==> config.mk <==
export PLATFORM = sky130hd
export DESIGN_NAME = serial_shift_io_flat
export DESIGN_NICKNAME = d
export VERILOG_FILES = /design/src/rtl/serial_shift_io_if.sv /design/src/rtl/serial_shift_io.sv /design/src/flat_wrapper.sv
export SDC_FILE = /design/constraint.sdc
export NUM_CORES = 1
export LEC_CHECK = 0
export CAP_MARGIN = 20
export CORE_MARGIN = 4
export CORE_UTILIZATION = 40
export CTS_CLUSTER_DIAMETER = 40
export DETAILED_ROUTE_END_ITERATION = 16
export PLACE_DENSITY = 0.68
export SLEW_MARGIN = 25
export SYNTH_ARGS = -nofsm -noshare
export SYNTH_HDL_FRONTEND = slang
export SYNTH_SLANG_ARGS = --single-unit
==> constraint.sdc <==
create_clock -name clk -period 1.8 [get_ports clk]
set_input_delay 0.27 -clock clk [delete_from_list [all_inputs] [get_ports clk]]
set_output_delay 0.27 -clock clk [all_outputs]
set_load 0.005 [all_outputs]
==> src/rtl/serial_shift_io_if.sv <==
// Host-side bundle for serial_shift_io: parallel word, frame request
// and completion status between the I/O register block and the driver.
interface serial_shift_io_if #(
  parameter int WIDTH = 8
);
  logic [WIDTH-1:0] tx_data;
  logic             start;
  logic             auto_en;
  logic             busy;
  logic [WIDTH-1:0] rx_data;
  logic             rx_valid;

  modport master (
    output tx_data,
    output start,
    output auto_en,
    input  busy,
    input  rx_data,
    input  rx_valid
  );

  modport slave (
    input  tx_data,
    input  start,
    input  auto_en,
    output busy,
    output rx_data,
    output rx_valid
  );
endinterface

==> src/rtl/serial_shift_io.sv <==
// Full-duplex driver for daisy-chained 595/165 shift registers with
// host-triggered and periodic auto-refresh frames.
module serial_shift_io #(
  parameter int WIDTH          = 8,
  parameter int CLK_DIV        = 1024,
  parameter int REFRESH_CYCLES = 2097152,
  parameter bit MSB_FIRST      = 1'b0
) (
  input  logic             clk,
  input  logic             rst_n,
  serial_shift_io_if.slave host,
  output logic             sclk,
  output logic             sdata_out,
  input  logic             sdata_in,
  output logic             frame,
  output logic             latch
);

  localparam int BW = (WIDTH > 1) ? $clog2(WIDTH) : 1;
  localparam int DW = (CLK_DIV > 1) ? $clog2(CLK_DIV) : 1;
  localparam int RW =
    (REFRESH_CYCLES > 1) ? $clog2(REFRESH_CYCLES) : 1;

  localparam logic [BW-1:0] BIT_LAST = BW'(WIDTH - 1);
  localparam logic [DW-1:0] DIV_LAST = DW'(CLK_DIV - 1);
  localparam logic [RW-1:0] REF_LAST = RW'(REFRESH_CYCLES - 1);

  typedef enum logic [1:0] {
    IDLE,
    SHIFT,
    LATCH
  } state_t;

  state_t          r_state;
  state_t          w_state_nxt;
  logic [DW-1:0]   r_div_cnt;
  logic [BW-1:0]   r_bit_cnt;
  logic [RW-1:0]   r_ref_cnt;
  logic            r_phase;
  logic [WIDTH-1:0] r_tx_shift;
  logic [WIDTH-1:0] r_rx_shift;

  logic            w_trig;
  logic            w_div_end;
  logic            w_go;
  logic            w_sample;
  logic            w_adv;
  logic            w_end_shift;
  logic            w_done;
  logic [BW-1:0]   w_bit_nxt;

  // k-th bit on the wire maps to the same word index both ways
  function automatic logic [BW-1:0] pos(input logic [BW-1:0] k);
    return MSB_FIRST ? (BIT_LAST - k) : k;
  endfunction

  assign w_trig = host.start |
    (host.auto_en & (r_ref_cnt == REF_LAST));
  assign w_div_end = (r_div_cnt == DIV_LAST);
  assign w_bit_nxt = r_bit_cnt + 1'b1;

  always_ff @(posedge clk or negedge rst_n) begin
    if (!rst_n) r_state <= IDLE;
    else        r_state <= w_state_nxt;
  end

  always_comb begin
    w_state_nxt = r_state;
    w_go        = 1'b0;
    w_sample    = 1'b0;
    w_adv       = 1'b0;
    w_end_shift = 1'b0;
    w_done      = 1'b0;
    unique case (r_state)
      IDLE: begin
        if (w_trig) begin
          w_go        = 1'b1;
          w_state_nxt = SHIFT;
        end
      end
      SHIFT: begin
        if (w_div_end) begin
          if (!r_phase) begin
            w_sample = 1'b1;
          end else if (r_bit_cnt != BIT_LAST) begin
            w_adv = 1'b1;
          end else begin
            w_end_shift = 1'b1;
            w_state_nxt = LATCH;
          end
        end
      end
      LATCH: begin
        if (w_div_end) begin
          w_done      = 1'b1;
          w_state_nxt = IDLE;
        end
      end
      default: w_state_nxt = IDLE;
    endcase
  end

  always_ff @(posedge clk or negedge rst_n) begin
    if (!rst_n) begin
      r_div_cnt     <= '0;
      r_bit_cnt     <= '0;
      r_ref_cnt     <= '0;
      r_phase       <= 1'b0;
      r_tx_shift    <= '0;
      r_rx_shift    <= '0;
      sclk          <= 1'b0;
      sdata_out     <= 1'b0;
      frame         <= 1'b0;
      latch         <= 1'b0;
      host.busy     <= 1'b0;
      host.rx_data  <= '0;
      host.rx_valid <= 1'b0;
    end else begin
      host.rx_valid <= 1'b0;
      if (r_ref_cnt != REF_LAST) begin
        r_ref_cnt <= r_ref_cnt + 1'b1;
      end
      if (r_state != IDLE) begin
        r_div_cnt <= w_div_end ? '0 : r_div_cnt + 1'b1;
      end
      if (w_go) begin
        r_tx_shift <= host.tx_data;
        r_bit_cnt  <= '0;
        r_div_cnt  <= '0;
        r_phase    <= 1'b0;
        r_ref_cnt  <= '0;
        host.busy  <= 1'b1;
        frame      <= 1'b1;
        sdata_out  <= host.tx_data[pos('0)];
      end
      if (w_sample) begin
        sclk    <= 1'b1;
        r_phase <= 1'b1;
        r_rx_shift[pos(r_bit_cnt)] <= sdata_in;
      end
      if (w_adv) begin
        sclk      <= 1'b0;
        r_phase   <= 1'b0;
        r_bit_cnt <= w_bit_nxt;
        sdata_out <= r_tx_shift[pos(w_bit_nxt)];
      end
      // data line is held through LATCH
      if (w_end_shift) begin
        sclk    <= 1'b0;
        r_phase <= 1'b0;
        frame   <= 1'b0;
        latch   <= 1'b1;
      end
      if (w_done) begin
        latch         <= 1'b0;
        host.busy     <= 1'b0;
        host.rx_data  <= r_rx_shift;
        host.rx_valid <= 1'b1;
      end
    end
  end

endmodule

==> src/flat_wrapper.sv <==
// flat-port wrapper written by rule: the top's interface ports become plain ports
module serial_shift_io_flat 
#(
  parameter int WIDTH          = 8,
  parameter int CLK_DIV        = 1024,
  parameter int REFRESH_CYCLES = 2097152,
  parameter bit MSB_FIRST      = 1'b0
)
  (clk, rst_n, sclk, sdata_out, sdata_in, frame, latch, host_tx_data, host_start, host_auto_en, host_busy, host_rx_data, host_rx_valid);
  serial_shift_io_if #(.WIDTH(WIDTH)) host_i ();
  input  logic clk;
  input  logic rst_n;
  output logic sclk;
  output logic sdata_out;
  input  logic sdata_in;
  output logic frame;
  output logic latch;
  input wire logic [$bits(host_i.tx_data)-1:0] host_tx_data;
  input wire logic [$bits(host_i.start)-1:0] host_start;
  input wire logic [$bits(host_i.auto_en)-1:0] host_auto_en;
  output wire logic [$bits(host_i.busy)-1:0] host_busy;
  output wire logic [$bits(host_i.rx_data)-1:0] host_rx_data;
  output wire logic [$bits(host_i.rx_valid)-1:0] host_rx_valid;
  assign host_i.tx_data = host_tx_data;
  assign host_i.start = host_start;
  assign host_i.auto_en = host_auto_en;
  assign host_busy = host_i.busy;
  assign host_rx_data = host_i.rx_data;
  assign host_rx_valid = host_i.rx_valid;
  serial_shift_io #(.WIDTH(WIDTH), .CLK_DIV(CLK_DIV), .REFRESH_CYCLES(REFRESH_CYCLES), .MSB_FIRST(MSB_FIRST)) u_core (.clk(clk), .rst_n(rst_n), .host(host_i), .sclk(sclk), .sdata_out(sdata_out), .sdata_in(sdata_in), .frame(frame), .latch(latch));
endmodule
# == Word-level counts from Yosys, hierarchy flattened ==
# Index checks and enable logic that the tools add are counted.
# W data, S select, Z words.
# totals
regBits,67
inputBits,13
output_inout_bits,14
# op_classes
add_sub_neg,3
magnitude_cmp,3
eq_ne,11
n_mux,48
bitwise,2
reduce_logical,12
# ops
cell,n
$mux W21,2
$mux W1,32
$mux W10,3
$add A21 B1 Y21 const B,1
$eq A21 B21 Y1 const B,1
$ne A21 B21 Y1 const B,1
$reduce_bool A2 Y1,7
$add A10 B1 Y10 const B,1
$eq A10 B10 Y1 const B,1
$mux W2,5
$bwmux W8,1
$lt A3 B4 Y1 const B,2
$ne A2 B1 Y1 const B,4
$mux W3,2
$pmux W2 S3,1
$reduce_and A5 Y1,1
$reduce_bool A4 Y1,1
$add A3 B1 Y3 const B,1
$bmux W1 S3,1
$demux W1 S3,1
$ge A3 B1 Y1 const B,1
$ne A3 B3 Y1 const B,1
$reduce_bool A3 Y1,1
$eq A2 B1 Y1 const B,1
6 further kinds,6

# == Depth between registers and ports, before layout ==
# logic_depth
ltp_word,9
ltp_mapped,8
mapped_depth_nobuf,6

# == Least setup slack after synthesis ==
# Ideal clock, no wire load.
# synth_path
path_kind,register to register
start,register u_core.r_ref_cnt[0]
end,register u_core.r_ref_cnt[17]
setup_ns,0.119
arrival_time_ns,1.697
t_required_ns,1.681
path_slack_ns,-0.016
stages_incl_launch_ff,9
n_path_buf,2
synth_period_minus_slack_ns,1.816
path_cell_list,dfrtp_1 > ha_1 > and3_1 > buf_2 > and4_4 > buf_6 > nor4_1 > xnor2_1 > nor2_2
# synth_via
elab_chain_len,6
word_cells_on_any_way,10
classes_between,add/sub: 1; eq/ne: 2; mux: 4; bitwise: 2; reduce/logical: 1
# synth_rtl
element,line_no,rtl
"start, declared",serial_shift_io.sv:38,logic [RW-1:0] r_ref_cnt;
"start signal, assigned",serial_shift_io.sv:121,r_ref_cnt <= r_ref_cnt + 1'b1;
branches (longest 6 deep; another with $add A21 B1 Y21),--,
# Several ways; the timed one is not identified. The select of a mux whose other input is x is not followed.
# A chain may end at the register's enable or synchronous reset.

# == Final worst setup path ==
# layout_path
start,register u_core.r_ref_cnt[0]
end,register u_core.r_tx_shift[0]
# layout_via
elab_chain_len,5
# layout_rtl
element,line_no,rtl
$eq A21 B21 Y1,serial_shift_io.sv:58,(host.auto_en & (r_ref_cnt == REF_LAST));
$and A1 B1 Y1,serial_shift_io.sv:58,
$or A1 B1 Y1,serial_shift_io.sv:57,assign w_trig = host.start |
$mux W1,serial_shift_io.sv:76,if (w_trig) begin
$mux W1,serial_shift_io.sv:74,unique case (r_state)
"end signal, assigned",serial_shift_io.sv:127,r_tx_shift <= host.tx_data;
"end, declared",serial_shift_io.sv:40,logic [WIDTH-1:0] r_tx_shift;
# Every way passes these cells.

==> results.txt <==
RR Endpoint: u_core.r_tx_shift[0]$_DFFE_PN0N_
Seq/Total Area, Yosys: 0.510
CTS Buf Count: 9
WP data arrival: 2000 ps
Number of synthesized flops with an enable pin: 0
Status: finished, final reports clean
Mapped Nets: 329
Syn. warnings: 0
Final period utilization: 0.987
Chip Height: 98.6 um
Final core occ: 0.536
First-pass GRT wire length: 11600 um
Tot Pwr: 4.02 mW
Die area: 0.00972 sq mm
CP endpoint: u_core.r_tx_shift[0]$_DFFE_PN0N_
Pleak: 1.81 nW
PortBufs: 26
# IOs: 27
Number of global-route vias before repair: 2519
R2r startpoint: u_core.r_ref_cnt[0]$_DFFE_PN0P_
Vias/cell: 5.33
Worst-path maximum fanout: 5
Iteration-0 DRC Markers: 94
GR Util met3: 0.0474
Reg power frac: 0.489
Layout cell share with drive strength beyond 1: 0.212
Minimum clock period: 1780 ps
Hold crit path type: input pin to asynchronous set/reset pin
Pre-Repair DR Iteration Count: 4
CTS root buffer: clkbuf_8
Sw Pwr: 1.17 mW
Total grt overflow: 0
Routed vias: 2554
Fmax achieved: 563 MHz
Post-route insts no fill: 479
Mean post-synth cell area: 10.5 sq um
P per Cell Area: 956 mW/mm^2
Critical path cell sequence: ha_1 -> and3_4 -> nand4_4 -> o31ai_4 -> buf_12 -> mux2_4
Sw Share: 0.292
DPL Wire Length: 4660 um
MaxCap Viol Count: 0
GRT Util Overall: 0.148
# diodes: 0
Total core area: 0.00785 sq mm
Final WS setup: 24.2 ps
Worst Max-Slew Pin Slew: 387 ps
Largest net degree at the start of global routing: 68
Slew Limit Fails: 0
Fraction of registers with async set/reset: 1.00
CTS HTree Levels: 3
Num Clock Sinks: 67
Clock power share: 0.323
Gate power share: 0.188
FP Rows: 32
Final antenna-violating net count: 0
Die width: 98.6 um
Largest stage delay on the critical path: 360 ps
Slew HR: 0.741
Synth Cell Area: 0.00328 sq mm
GRT Max-Usage Layer: met2
Number of synthesized register bits: 67
Top FF cell, synth: dfrtp_1
Yosys cell types: 52
Int Pwr: 2.84 mW
Worst slack at placement: -30.6 ps
Wire length per cell: 14.2 um
Crit. Startpoint: u_core.r_ref_cnt[0]$_DFFE_PN0P_
Setup slack, reg-to-reg: 20 ps
CP endpoint kind: register
Routed WL: 6780 um
CTS tree: done
Clk buf depth: 2
Total placed cells including tap cells: 457
Final hold violations: 0
Worst R2R Path Depth: 6
Critical path class: register to register
Met2 Usage GRT: 0.233
# DRC: 0
Cells after Synth: 312
Peak supply drop: 0.561 mV
Setup violators final: 0
Slowest CP cell: dfrtp_1
Area Overhead vs Synth: 28.0%
Max Clock Skew: 8.00 ps
Worst EP required: 2030 ps
RePlAce Congestion: 0.829
Startpoint Class: register
Reg clk slew, reported paths: 70 ps
Grt met1 use: 0.194
Initial core utilization: 0.419
Worst hold slack: 457 ps
Worst-Skew Late Latency: 340 ps
Nets: 389
RSZ-0062 raised after global routing: true
Antenna violations before repair: 0
metal layers:
metal	part of all wire	up-vias
li1	-	1251
met1	0.45	1226
met2	0.49	66
met3	0.043	11
met4	0.017	0
met5	0	-
per-stage QoR:
stage | area (sq um) | TNS (ps)
final | 4210 | 0
after global routing | 4210 | -303
after CTS | 4070 | 0
after detailed placement | 3830 | -179
after global placement | 3830 | -37.8
after floorplan | 3280 | -32.6
Yosys cell counts (2+ instances only):
cell / count / area, sq um
o31ai_1: 3 / 22.5
o2111ai_1: 2 / 17.5
o21ai_1: 19 / 95.1
xnor2_1: 7 / 61.3
o21ai_0: 6 / 30.0
buf_2: 6 / 30.0
nor3_1: 6 / 30.0
mux2_2: 2 / 22.5
nor4_1: 5 / 31.3
nand4_1: 9 / 56.3
and4_1: 4 / 35.0
buf_4: 3 / 22.5
nor3b_2: 2 / 25.0
a21oi_1: 4 / 20.0
o31a_1: 2 / 17.5
nor2_1: 28 / 105
buf_6: 3 / 33.8
nand2b_1: 3 / 18.8
xor2_1: 8 / 70.1
dfrtp_1: 67 / 1680
nand3_1: 18 / 90.1
clkbuf_1: 2 / 7.51
nor2b_1: 4 / 25.0
o211ai_1: 2 / 15.0
ha_1: 4 / 50.1
mux2_1: 15 / 169
and3_1: 7 / 43.8
inv_1: 4 / 15.0
nor2_2: 4 / 25.0
a31oi_1: 6 / 37.5
nand2_1: 35 / 131
mux4_2: 2 / 45.0
sequential cells by signal, indices dropped and copies added, names as in the netlist:
register,flops
u_core.frame,1
u_core.host.busy,1
u_core.host.rx_data,8
u_core.host.rx_valid,1
u_core.latch,1
u_core.r_bit_cnt,3
u_core.r_div_cnt,10
u_core.r_phase,1
u_core.r_ref_cnt,21
u_core.r_rx_shift,8
u_core.r_state,2
u_core.r_tx_shift,8
u_core.sclk,1
u_core.sdata_out,1
kinds of logic (layout without fill, tap and decap cells):
kind of cell | count (synthesis) | in the layout | share of synthesized area
AND/OR/NAND/NOR | 133 | 133 | 0.220
AO/OA/AOI/OAI | 55 | 55 | 0.106
multiplexers | 20 | 20 | 0.0750
XOR/XNOR | 15 | 15 | 0.0400
buffers and inverters | 18 | 83 | 0.0331
flip-flops | 67 | 67 | 0.510
adder cells (fa/ha/maj) | 4 | 4 | 0.0152
final cells by class:
type / instances / area (sq um)
fillers: 703 / 3640
flip-flops and latches: 67 / 1680
multi-input cells: 227 / 1580
repair buffers: 63 / 593
clock buffers: 11 / 151
well taps: 102 / 128
clock inverters: 5 / 60.1
inverters: 4 / 15.0
power groups by stage:
stage,Combinational (mW),Sequential [mW],Clock [mW]
3_3_place_gp,0.687,1.96,0
2_1_floorplan,0.429,1.94,0
5_1_grt,0.849,2.00,1.42
6_report,0.754,1.96,1.30
3_5_place_dp,0.709,1.97,0
4_1_cts,0.719,1.94,1.34
repair_timing:
item                                   4_1_cts  5_1_grt
setup endpoints to repair                    2       49
pin swaps                                    1        6
endpoints found under the hold margin       67        0
buffers inserted                             1        3
gates resized for setup                      3       15
gates cloned                                 0        1
hold buffers                                 1        0
critical path, delay by kind of cell (launching register included):
| kind | cells | cell delay, ps |
|---|---|---|
| AND/OR/NAND/NOR | 2 | 360 |
| multiplexers | 1 | 290 |
| flip-flops | 1 | 360 |
| AO/OA/AOI/OAI | 1 | 320 |
| adder cells (fa/ha/maj) | 1 | 160 |
| buffers and inverters | 1 | 160 |
layout by cell type (no fill, tap or decap), drive strengths merged, types with 2 or more instances in the layout:
master	instances
and3	7
inv	5
nor2	32
dfrtp	67
mux2	17
nor3b	2
ha	4
o21ai	25
nor4	6
o2111ai	2
nor3	6
clkinv	2
clkdlybuf4s50	25
o211ai	2
xor2	8
o31ai	4
clkbuf	12
buf	36
xnor2	7
mux4	2
nand3	19
and4	5
a21oi	4
nand2b	3
nand4	11
o31a	2
nand2	35
a31oi	6
nor2b	4
worst min-delay path by stage:
stage | from | endpoint | slack, ps | cells past startpoint
after CTS | host_tx_data[3] | u_core.r_tx_shift[3]$_DFFE_PN0N_ | 440 | 3
after global placement | rst_n | u_core.r_tx_shift[5]$_DFFE_PN0N_ | 320 | 2
after floorplan | rst_n | u_core.frame$_DFFE_PN0P_ | -30 | 0
after detailed placement | rst_n | u_core.r_tx_shift[2]$_DFFE_PN0N_ | 310 | 2
after global routing | host_tx_data[2] | u_core.r_tx_shift[2]$_DFFE_PN0N_ | 440 | 3
final | rst_n | u_core.r_tx_shift[5]$_DFFE_PN0N_ | 460 | 3
(Power assumes the default switching activity.)
